<file path="src/rtl/mem_stage_lsu.sv">
// Memory stage LSU: lane-aligns stores, extracts/extends loads, one op in flight.
// Optional misalignment trap enabled by defining MEM_MISALIGN_CHECK_EN.
module mem_stage_lsu #(
  parameter int XLEN   = 64,
  parameter int ADDR_W = 64,
  parameter int REG_W  = 5
) (
  input  logic              clk,
  input  logic              reset,
  input  logic              in_valid,
  output logic              in_ready,
  input  logic [ADDR_W-1:0] in_pc,
  input  logic [31:0]       in_instr,
  input  logic              in_is_load,
  input  logic              in_is_store,
  input  logic [1:0]        in_size,
  input  logic              in_unsigned,
  input  logic              in_wen,
  input  logic [REG_W-1:0]  in_dst,
  input  logic [XLEN-1:0]   in_alu_out,
  input  logic [XLEN-1:0]   in_store_data,
  output logic              out_valid,
  input  logic              out_ready,
  output logic [ADDR_W-1:0] out_pc,
  output logic [31:0]       out_instr,
  output logic              out_wen,
  output logic [REG_W-1:0]  out_dst,
  output logic [XLEN-1:0]   out_result,
  output logic              out_misaligned,
  output logic              dreq_valid,
  output logic [ADDR_W-1:0] dreq_addr,
  output logic [1:0]        dreq_size,
  output logic [XLEN/8-1:0] dreq_strobe,
  output logic [XLEN-1:0]   dreq_data,
  input  logic              dresp_data_ok,
  input  logic [XLEN-1:0]   dresp_data
);

  localparam int NB = XLEN / 8;
  localparam int OW = $clog2(NB);

  typedef enum logic [1:0] {IDLE, REQ, HOLD} state_t;

  state_t state, state_nx;

  logic            accept;
  logic            is_mem;
  logic            mis;
  logic            ld_q;
  logic            uns_q;
  logic            mis_q;
  logic [OW-1:0]   off_in;
  logic [OW-1:0]   off_q;
  logic [NB-1:0]   strobe_in;
  logic [XLEN-1:0] sdata_in;
  logic [XLEN-1:0] raw;

  assign is_mem = in_is_load | in_is_store;
  assign in_ready = (state == IDLE) | ((state == HOLD) & out_ready);
  assign accept = in_valid & in_ready;

  assign out_valid  = (state == HOLD);
  assign dreq_valid = (state == REQ);
  assign out_misaligned = mis_q;

  assign off_in = in_alu_out[OW-1:0];
  assign strobe_in = in_is_store
    ? NB'(((16'd1 << (16'd1 << in_size)) - 16'd1) << off_in)
    : '0;
  assign sdata_in = in_store_data << {off_in, 3'b000};
  assign raw = dresp_data >> {off_q, 3'b000};

`ifdef MEM_MISALIGN_CHECK_EN
  logic [3:0] amask;
  assign amask = (4'd1 << in_size) - 4'd1;
  assign mis = is_mem & (|(in_alu_out[3:0] & amask));
`else
  assign mis = 1'b0;
`endif

  function automatic logic [XLEN-1:0] ext(
    input logic [XLEN-1:0] d,
    input logic [1:0]      sz,
    input logic            u
  );
    logic [XLEN-1:0] r;
    r = d;
    case (sz)
      2'd0: r = u ? XLEN'(d[7:0])  : XLEN'($signed(d[7:0]));
      2'd1: r = u ? XLEN'(d[15:0]) : XLEN'($signed(d[15:0]));
      2'd2: r = u ? XLEN'(d[31:0]) : XLEN'($signed(d[31:0]));
      default: r = d;
    endcase
    return r;
  endfunction

  // state register
  always_ff @(posedge clk or posedge reset) begin
    if (reset) state <= IDLE;
    else       state <= state_nx;
  end

  // next-state: accept into REQ or HOLD, drain HOLD on out_ready
  always_comb begin
    state_nx = state;
    unique case (state)
      IDLE: begin
        if (accept) state_nx = (is_mem & ~mis) ? REQ : HOLD;
      end
      REQ: begin
        if (dresp_data_ok) state_nx = HOLD;
      end
      HOLD: begin
        if (out_ready) begin
          if (accept) state_nx = (is_mem & ~mis) ? REQ : HOLD;
          else        state_nx = IDLE;
        end
      end
      default: state_nx = IDLE;
    endcase
  end

  // capture the instruction on accept; replace result with load data on completion
  always_ff @(posedge clk or posedge reset) begin
    if (reset) begin
      out_pc      <= '0;
      out_instr   <= '0;
      out_wen     <= 1'b0;
      out_dst     <= '0;
      out_result  <= '0;
      dreq_addr   <= '0;
      dreq_size   <= '0;
      dreq_strobe <= '0;
      dreq_data   <= '0;
      ld_q        <= 1'b0;
      uns_q       <= 1'b0;
      mis_q       <= 1'b0;
      off_q       <= '0;
    end else if (accept) begin
      out_pc      <= in_pc;
      out_instr   <= in_instr;
      out_wen     <= in_wen & ~mis;
      out_dst     <= in_dst;
      out_result  <= in_alu_out;
      dreq_addr   <= ADDR_W'(in_alu_out);
      dreq_size   <= in_size;
      dreq_strobe <= strobe_in;
      dreq_data   <= sdata_in;
      ld_q        <= in_is_load;
      uns_q       <= in_unsigned;
      mis_q       <= mis;
      off_q       <= off_in;
    end else if ((state == REQ) && dresp_data_ok && ld_q) begin
      out_result  <= ext(raw, dreq_size, uns_q);
    end
  end

endmodule

</file>
<file path="config.mk">
export PLATFORM = sky130hd
export DESIGN_NAME = mem_stage_lsu
export DESIGN_NICKNAME = d
export VERILOG_FILES = /design/src/rtl/mem_stage_lsu.sv
export SDC_FILE = /design/constraint.sdc
export NUM_CORES = 1
export LEC_CHECK = 0
export BUFFER_PORTS_ARGS = -buffer_cell sky130_fd_sc_hd__buf_2
export CORE_AREA = 10 10 227 229
export CTS_CLUSTER_SIZE = 30
export DETAILED_ROUTE_END_ITERATION = 8
export DIE_AREA = 0 0 237 239
export GPL_TIMING_DRIVEN = 0
export HOLD_SLACK_MARGIN = 0.08
export PLACE_DENSITY_LB_ADDON = 0.25
export SYNTH_ARGS = -nofsm -noshare
export SYNTH_HDL_FRONTEND = slang
export SYNTH_SLANG_ARGS = --single-unit
</file>
<file path="constraint.sdc">
create_clock -name clk -period 11.23 [get_ports clk]
set_input_delay 2.246 -clock clk [delete_from_list [all_inputs] [get_ports clk]]
set_output_delay 2.246 -clock clk [all_outputs]
set_load 0.02 [all_outputs]
</file>
==> impl_metrics.env, run 1 <==
export IMPL_worst_slack_ns=6.13
export IMPL_r2r_end="out_result[7]$_DFFE_PP0P_"
export IMPL_synth_top_cell_area_share_pct=50.2
export IMPL_startpoint="out_ready"
export IMPL_gr_total_overflow=0
export IMPL_seq_area_frac_synth_pct=50.2
export IMPL_synth_distinct_cells=52
export IMPL_clk_pin_slew_worst_paths_ns=0.06
export IMPL_vias=15600
export IMPL_dieWidth_um=237
export IMPL_slew_headroom_pct=22.7
export IMPL_drt_iter0_markers=1357
export IMPL_die_area_um2=56600
export IMPL_avgSynthCellArea_um2=9.40
export IMPL_ys_top_cells_by_count="nand2_1 (637), dfrtp_1 (308), mux2i_1 (101)"
export IMPL_fmax_mhz=196
export IMPL_ir_drop_v=0.000143
export IMPL_ys_warn_count=0
export IMPL_place_congestion=0.959
export IMPL_initial_core_util_pct=32.6
export IMPL_insertion_delay_ns=0.55
export IMPL_core_um2=47100
export IMPL_final_area_um2=20400
export IMPL_cts_root_buf="clkbuf_16"
export IMPL_cellPowerDensity_nw_per_um2=281
export IMPL_cts_hold_buffers=0
export IMPL_io_buffers=606
export IMPL_synth_ff_type="dfrtp_1"
export IMPL_dpl_hpwl_um=61000
export IMPL_crit_type="in2out"
export IMPL_post_cts_setup_buffers=0
export IMPL_async_flop_share_pct=100
export IMPL_synth_top_area_cell="dfrtp_1"
export IMPL_crit_arrival_ns=2.85
export IMPL_clock_sinks=308
export IMPL_syn_inst=1633
export IMPL_status="complete, no violations"
export IMPL_finClkSkew_ns=0.0241
export IMPL_ioPinCount=612
export IMPL_tns_ns=0
export IMPL_min_path_type="reg2reg"
export IMPL_grt_pass1_wl_um=110000
export IMPL_hold_viol_final=0
export IMPL_r2r_slack_ns=8.12
export IMPL_setup_violations=0
export IMPL_synthTopCellsByArea="dfrtp_1 (50%), nand2_1 (16%), mux2i_1 (6.6%)"
export IMPL_grt_pass1_vias=15800
export IMPL_end_kind="primary output"
export IMPL_grt_use_total_pct=25.5
export IMPL_ant_nets=0
export IMPL_ys_ff_latch=308
export IMPL_dpl_worst_slack_ns=6.13
export IMPL_rows=80
export IMPL_cts_tree="built"
export IMPL_yosys_cell_count_top_type="nand2_1"
export IMPL_dpl_cell_area_um2=19200
export IMPL_antenna_found_initial=15
export IMPL_period_minus_slack_ns=5.10
export IMPL_rsz0062_at_grt="false"
export IMPL_cp_required_ns=8.98
export IMPL_maxCapViolations=0
export IMPL_area_growth_pct=33.1
export IMPL_worstHoldPathCells=2
export IMPL_crit_fanout=4
export IMPL_slew_viol_final=0
export IMPL_worst_pin_slew_ns=1.15
export IMPL_via_per_inst=5.33
export IMPL_critPathCapture="in_ready"
export IMPL_numCtsBuffers=38
export IMPL_grt_max_degree=117
export IMPL_routed_wl_um=75700
export IMPL_drive_above_1_share_pct=33.4
export IMPL_clockBufferDepth=3
export IMPL_dr_pass1_iters=7
export IMPL_crit_path_start_kind="input port"
export IMPL_rr_worst_depth=7
export IMPL_htree_levels=2
export IMPL_ctsResizeCount=0
export IMPL_wl_per_cell_um=25.9
export IMPL_timing_rr_start="state[1]$_DFFE_PP0P_"
export IMPL_synth_area_um2=15400
export IMPL_period_share_pct=45.4
export IMPL_synth_nets=1938
export IMPL_nNetsFinal=2587
export IMPL_synth_edf_count=0
export IMPL_drc=0
export IMPL_die_h_um=239
export IMPL_power_leakage_nw=10.4
registers in the layout, indices dropped and copies added, names as in the netlist, 2 cells and up:
name / flops
out_pc: 64
out_dst: 5
dreq_addr: 64
dreq_size: 2
dreq_data: 64
state: 2
dreq_strobe: 8
out_instr: 32
out_result: 64
logic make-up (layout without fill, tap and decap cells):
| kind of cell | after synthesis | count (layout) | share of synthesized area, % |
|---|---|---|---|
| buf+inv | 132 | 804 | 3.48 |
| compound gates | 294 | 294 | 13.1 |
| flops | 308 | 308 | 50.2 |
| mux | 164 | 164 | 14.2 |
| other cells | 1 | 7 | 0.0244 |
| simple gates | 733 | 733 | 18.9 |
| fa+ha+maj | 1 | 1 | 0.0815 |
layout make-up:
type,count,area [um2]
well taps,615,769
plain buffers,127,515
multi-input cells,1193,7110
diodes,6,15.0
clock inverters,12,101
repair buffers,609,3100
inverters,5,26.3
fillers,4735,26700
clock buffers,51,1080
flip-flops and latches,308,7710
stage by stage:
step,hold WS [ns],utilization (%),std cells,total power [mW]
6_report,0.466,43.3,2926,5.75
3_3_place_gp,0.453,40.6,2854,4.54
4_1_cts,0.472,43.3,2920,5.80
2_1_floorplan,0.469,-,1633,3.41
3_5_place_dp,0.458,40.8,2857,4.58
5_1_grt,0.489,43.3,2922,6.06
worst min path at each step:
stage	end	start
final	out_pc[13]$_DFFE_PP0N_	out_pc[13]$_DFFE_PP0N_
after global routing	out_instr[27]$_DFFE_PP0N_	out_instr[27]$_DFFE_PP0N_
after detailed placement	out_pc[13]$_DFFE_PP0N_	out_pc[13]$_DFFE_PP0N_
after floorplan	ld_q$_DFFE_PP0N_	ld_q$_DFFE_PP0N_
after global placement	out_pc[48]$_DFFE_PP0N_	out_pc[48]$_DFFE_PP0N_
after CTS	dreq_addr[59]$_DFFE_PP0N_	dreq_addr[59]$_DFFE_PP0N_
critical path, stage by stage:
cell and delay [ns]:
buf_2 0.11, nor2b_1 0.26, nor2_1 0.06, buf_2 0.17
per-layer routing:
metal / part of all wire [%] / GRT usage (%) / vias to the layer above / routed length, um
met5: 0.17 / 0 / - / 127
met4: 3.3 / 8.67 / 20 / 2520
met3: 9.0 / 7.69 / 138 / 6840
met2: 49 / 43.2 / 794 / 37000
met1: 39 / 30.4 / 7707 / 29200
li1: - / - / 6950 / -
placed cells by master, fill, tap and decap left out, types with 15 or more instances in the layout:
cell       instances
nor2_1            37
o22ai_1           35
a221o_1           15
a22o_1            35
mux2i_1          101
a41oi_1           30
dfrtp_1          308
a21oi_1           28
nand3_1           16
buf_1             19
o21ai_0           90
buf_2            622
mux2_2            22
clkbuf_16         39
nand2_1          637
clkbuf_1          95
mux4_2            40
where the power goes:
group | internal (mW) | total (mW) | switching [mW] | leakage (nW)
sequential | 1.56 | 1.83 | 0.270 | 3.80
combinational | 0.861 | 2.72 | 1.86 | 6.06
clock | 0.696 | 1.20 | 0.499 | 0.582
total | 3.12 | 5.75 | 2.63 | 10.4
Note: power is estimated with default switching activity, not from simulation.
==> inputs of run 2 (changes only) <==
==> constraint.sdc (replaced) <==
create_clock -name clk -period 4.1 [get_ports clk]
set_input_delay 0.82 -clock clk [delete_from_list [all_inputs] [get_ports clk]]
set_output_delay 0.82 -clock clk [all_outputs]
set_load 0.02 [all_outputs]
==> run 2 against run 1 <==
Compared with the run above:
- register-to-register slack got worse by 7.1 ns
- critical path depth rose by 3
- largest cell class unchanged
- clock skew fell by 0.0069 ns
- critical path type is now reg2reg
- cell count rose by 0.24%
- total power rose to 2.8 times the previous value
- via count fell by 0.54%
- global-route usage fell by 0.12 points
==> impl_metrics.env, run 2 (synthesis gave the netlist of run 1 again) <==
export IMPL_use_met3_pct=7.65
export IMPL_rsz0062_at_grt="false"
export IMPL_dpl_hpwl_um=61100
export IMPL_area_growth_pct=34.5
export IMPL_dr_pass1_iters=6
export IMPL_maxCapViolations=0
export IMPL_die_area_um2=56600
export IMPL_drc=0
export IMPL_drt_iter0_markers=1358
export IMPL_crit_type="reg2reg"
export IMPL_crit_fanout=10
export IMPL_dpl_worst_slack_ns=0.575
export IMPL_rows=80
export IMPL_antenna_found_initial=12
export IMPL_ioPinCount=612
export IMPL_wl_per_cell_um=25.8
export IMPL_clock_sinks=308
export IMPL_setup_violations=0
export IMPL_grt_pass1_wl_um=108000
export IMPL_r2r_slack_ns=1.01
export IMPL_gr_total_overflow=0
export IMPL_core_um2=47100
export IMPL_cp_required_ns=4.57
export IMPL_end_kind="register"
export IMPL_drive_above_1_share_pct=33.5
export IMPL_mostFrequentLayoutCells="nand2_1 (637), buf_2 (622), dfrtp_1 (308)"
export IMPL_insertion_delay_ns=0.55
export IMPL_grt_max_degree=43
export IMPL_min_path_type="in2async"
export IMPL_numCtsBuffers=37
export IMPL_cellPowerDensity_nw_per_um2=778
export IMPL_worst_slack_ns=1.01
export IMPL_met1_usage_pct=30.3
export IMPL_grt_pass1_vias=15600
export IMPL_worst_pin_slew_ns=1.14
export IMPL_ir_drop_v=0.000448
export IMPL_crit_arrival_ns=3.57
export IMPL_nFillCells=4738
export IMPL_htree_levels=2
export IMPL_power_mw=16.1
export IMPL_nNetsFinal=2592
export IMPL_tns_ns=0
export IMPL_vias=15500
export IMPL_clockBufferDepth=3
export IMPL_via_per_inst=5.29
export IMPL_ant_nets=0
export IMPL_dieWidth_um=237
export IMPL_top_usage_layer="met2"
export IMPL_ctsResizeCount=0
export IMPL_cts_root_buf="clkbuf_16"
export IMPL_period_minus_slack_ns=3.09
export IMPL_fmax_mhz=323
export IMPL_post_cts_setup_buffers=0
export IMPL_slew_viol_final=0
export IMPL_die_h_um=239
export IMPL_period_share_pct=75.4
export IMPL_finClkSkew_ns=0.0172
export IMPL_routed_wl_um=75700
export IMPL_place_congestion=0.958
export IMPL_status="complete, no violations"
export IMPL_cts_tree="built"
export IMPL_clk_pin_slew_worst_paths_ns=0.06
export IMPL_hold_viol_final=0
export IMPL_initial_core_util_pct=32.6
export IMPL_slew_headroom_pct=23.3
export IMPL_power_leakage_nw=10.5
export IMPL_mostFrequentLayoutCell="nand2_1"
export IMPL_cts_hold_buffers=0
export IMPL_met2_usage_pct=42.6
export IMPL_io_buffers=606
export IMPL_crit_path_start_kind="register"
export IMPL_grt_use_total_pct=25.4
[run 2: changes by cell type in the layout (fill, tap and decap cells not counted), moves of 2 or more]
cell       change
clkinv_4       -2
clkbuf_1       +4
clkinv_2       -3
buf_16         -2
bufinv_16      +4
diode_2        -3
buf_12         +8
[run 2: worst max-delay path, cell delays in order (launching register included)]
cell	delay [ns]
dfrtp_1	0.44
nor2b_1	0.34
nand2b_1	0.20
buf_2	0.34
clkbuf_1	0.55
clkbuf_1	0.59
nand4_1	0.32
a31oi_1	0.25
[run 2: path summary, 6_finish.rpt]
kind	start	depth (start not counted)	end
worst max register to register	state[1]$_DFFE_PP0P_	7	out_result[7]$_DFFE_PP0P_
worst min-delay path	reset	2	out_dst[2]$_DFFE_PP0N_
max in group asynchronous	reset	5	out_pc[26]$_DFFE_PP0N_
worst max-delay path	state[1]$_DFFE_PP0P_	7	out_result[7]$_DFFE_PP0P_
min in group clk	in_pc[31]	3	out_pc[31]$_DFFE_PP0N_
worst min register to register	out_pc[51]$_DFFE_PP0N_	2	out_pc[51]$_DFFE_PP0N_
[run 2: area by class of cell]
cell class / instances / area [um2] / area share, %
Antenna cell: 3 / 7.51 / 0.0364
Buffer: 127 / 515 / 2.50
Clock buffer: 56 / 1110 / 5.38
Clock inverter: 11 / 189 / 0.915
Inverter: 5 / 22.5 / 0.109
Multi-Input combinational cell: 1193 / 7110 / 34.5
Sequential cell: 308 / 7710 / 37.3
Tap cell: 615 / 769 / 3.73
Timing Repair Buffer: 615 / 3210 / 15.5
[run 2: per-stage QoR]
stage,util (%),area [um2],hold slack (ns),instances
2_1_floorplan,-,15400,0.469,1633
3_3_place_gp,40.6,19200,0.452,2854
3_5_place_dp,41.0,19300,0.457,2863
4_1_cts,43.8,20600,0.378,2930
5_1_grt,43.8,20600,0.420,2931
6_report,43.8,20600,0.394,2933
[run 2: power breakdown]
part | internal [mW] | leakage [nW] | switching [mW]
sequential | 4.28 | 3.80 | 0.731
combinational | 2.37 | 6.11 | 5.12
clock | 2.19 | 0.630 | 1.37
[run 2: routing by layer]
metal,wire length [um],share of wire (%)
met2,36700,48
met3,7060,9.3
met1,29100,38
met4,2780,3.7
met5,96,0.13
==> inputs of run 3 (changes only) <==
==> constraint.sdc (replaced) <==
create_clock -name clk -period 2.5 [get_ports clk]
set_input_delay 0.5 -clock clk [delete_from_list [all_inputs] [get_ports clk]]
set_output_delay 0.5 -clock clk [all_outputs]
set_load 0.02 [all_outputs]
==> run 3 against run 2 <==
Compared with the run above:
- via count about the same
- largest cell class unchanged
- worst hold slack got worse by 0.26 ns
- cell count increased by 0.14%
- critical path type unchanged
- register-to-register slack got worse by 0.94 ns
- critical path depth decreased by 1
- largest power group unchanged
- clock power increased by 64%
==> impl_metrics.env, run 3 (synthesis gave the netlist of run 1 again) <==
export IMPL_rows=80
export IMPL_maxCapViolations=0
export IMPL_slew_headroom_pct=22.8
export IMPL_startpoint="dreq_addr[1]$_DFFE_PP0N_"
export IMPL_period_minus_slack_ns=2.43
export IMPL_crit_type="reg2reg"
export IMPL_htree_levels=2
export IMPL_end_kind="register"
export IMPL_rsz0062_at_grt="false"
export IMPL_numCtsBuffers=37
export IMPL_clk_pin_slew_worst_paths_ns=0.07
export IMPL_nFillCells=4729
export IMPL_hold_viol_final=0
export IMPL_io_buffers=606
export IMPL_fmax_mhz=411
export IMPL_crit_arrival_ns=2.83
export IMPL_wl_per_cell_um=25.7
export IMPL_internal_power_mw=14.6
export IMPL_grt_pass1_vias=15700
export IMPL_die_area_um2=56600
export IMPL_combPwrFrac_pct=46.9
export IMPL_max_stage_delay_ns=0.64
export IMPL_seqPwrFrac_pct=31.0
export IMPL_hold_start="in_pc[7]"
export IMPL_mostFrequentLayoutCell="nand2_1"
export IMPL_nNetsFinal=2596
export IMPL_timing_rr_start="dreq_addr[1]$_DFFE_PP0N_"
export IMPL_worst_pin_slew_ns=1.15
export IMPL_grt_use_total_pct=25.4
export IMPL_clock_sinks=308
export IMPL_timing_critical_path_cells="buf_6 -> mux2_4 -> or3_4 -> and4_4 -> nor2_1 -> a21oi_1"
export IMPL_ir_drop_v=0.000719
export IMPL_final_area_um2=20800
export IMPL_gr_total_overflow=0
export IMPL_clockBufferDepth=3
export IMPL_area_growth_pct=35.5
export IMPL_dpl_hpwl_um=61100
export IMPL_drc=0
export IMPL_cellPowerDensity_nw_per_um2=1270
export IMPL_drt_iter0_markers=1334
export IMPL_dieWidth_um=237
export IMPL_routed_wl_um=75500
export IMPL_cts_tree="built"
export IMPL_min_path_type="in2reg"
export IMPL_cp_top_family="simple AND/OR/NAND/NOR gates"
export IMPL_die_h_um=239
export IMPL_drive_above_1_share_pct=35.5
export IMPL_clock_power_share_pct=22.1
export IMPL_worst_path_max_delay_cell="nor2_1"
export IMPL_period_share_pct=97.4
export IMPL_fin_util_pct=44.1
export IMPL_crit_fanout=8
export IMPL_mostFrequentLayoutCells="nand2_1 (636), buf_2 (619), dfrtp_1 (308)"
export IMPL_ant_nets=0
export IMPL_crit_path_start_kind="register"
export IMPL_grt_max_degree=43
export IMPL_setup_violations=0
export IMPL_finClkSkew_ns=0.0192
export IMPL_dr_pass1_iters=6
export IMPL_ioPinCount=612
export IMPL_slew_viol_final=0
export IMPL_power_leakage_nw=10.7
export IMPL_antenna_found_initial=12
export IMPL_core_um2=47100
export IMPL_dpl_cell_area_um2=19300
export IMPL_timing_critical_path_buf_inv=1
export IMPL_status="complete, no violations"
export IMPL_place_congestion=0.958
export IMPL_cts_root_buf="clkbuf_16"
export IMPL_grt_pass1_wl_um=109000
export IMPL_swShare_pct=44.8
export IMPL_via_per_inst=5.28
export IMPL_vias=15500
export IMPL_initial_core_util_pct=32.6
export IMPL_insertion_delay_ns=0.55
export IMPL_cp_required_ns=2.89
export IMPL_switchingPower_mw=11.9
==> run 3: cell count changes in the layout (fill, tap and decap cells not counted), moves of 3 or more <==
| cell | change |
|---|---|
| clkbuf_1 | -30 |
| clkbuf_4 | +7 |
| mux2i_1 | -4 |
| buf_2 | -3 |
| o21ai_0 | -5 |
| buf_1 | -5 |
| mux2i_2 | +4 |
| o21ai_1 | +3 |
| buf_4 | +8 |
| clkbuf_2 | +25 |
==> run 3: worst min-delay path: stages <==
cell     delay, ns
buf_2         0.07
nand2_1       0.04
nand2_1       0.04
==> run 3: area by class of cell <==
cell class              instances  area, um2  share of cell area [%]
flip-flops and latches        308       7710                    37.1
diodes                          3       7.51                  0.0361
well taps                     615        769                    3.70
multi-input cells            1193       7160                    34.4
repair buffers                622       3260                    15.7
clock buffers                  56       1110                    5.34
plain buffers                 124        573                    2.76
inverters                       5       22.5                   0.108
clock inverters                11        189                   0.908
==> run 3: metal layers <==
metal,routed length [um],GRT usage [%]
met5,96,0
met4,2900,9.46
met3,6880,7.82
met2,36600,42.4
met1,29100,30.3
==> run 3: worst paths after layout <==
kind                                             end  cells after the start  slack, ns
max                        out_result[8]$_DFFE_PP0P_                      6       0.07
min                            out_pc[7]$_DFFE_PP0N_                      3       0.14
max reg2reg                out_result[8]$_DFFE_PP0P_                      6       0.07
min reg2reg                dreq_addr[36]$_DFFE_PP0N_                      2       0.47
max in group asynchronous     out_pc[26]$_DFFE_PP0N_                      6       0.75
min in group asynchronous  dreq_addr[59]$_DFFE_PP0N_                      3       0.62
==> run 3: power by group through the flow <==
stage	registers, mW	clock network (mW)	logic [mW]
4_1_cts	8.19	5.97	12.4
6_report	8.21	5.84	12.4
3_3_place_gp	8.19	0	12.2
2_1_floorplan	10.6	0	4.66
3_5_place_dp	8.24	0	12.3
5_1_grt	8.44	6.16	13.3
==> run 3: per-stage QoR <==
stage	total power [mW]	std cells	hold slack [ns]	setup TNS, ns	setup WS, ns
final	26.5	2937	0.136	0	0.0659
after global routing	27.9	2935	0.112	0	0.00532
after CTS	26.6	2932	0.101	-0.0208	-0.0208
after detailed placement	20.6	2863	0.457	-102.56	-0.705
after global placement	20.4	2854	0.452	-1428.74	-4.14
after floorplan	15.3	1633	0.469	-646.48	-2.10
==> run 3: what timing repair did <==
item / CTS / global route
pin swaps: 1 / 2
setup buffers: 3 / 3
endpoints found under the hold margin: 26 / 0
hold buffers: 1 / 0
gates resized for setup: 35 / 34
endpoints found under the setup margin: 293 / 210
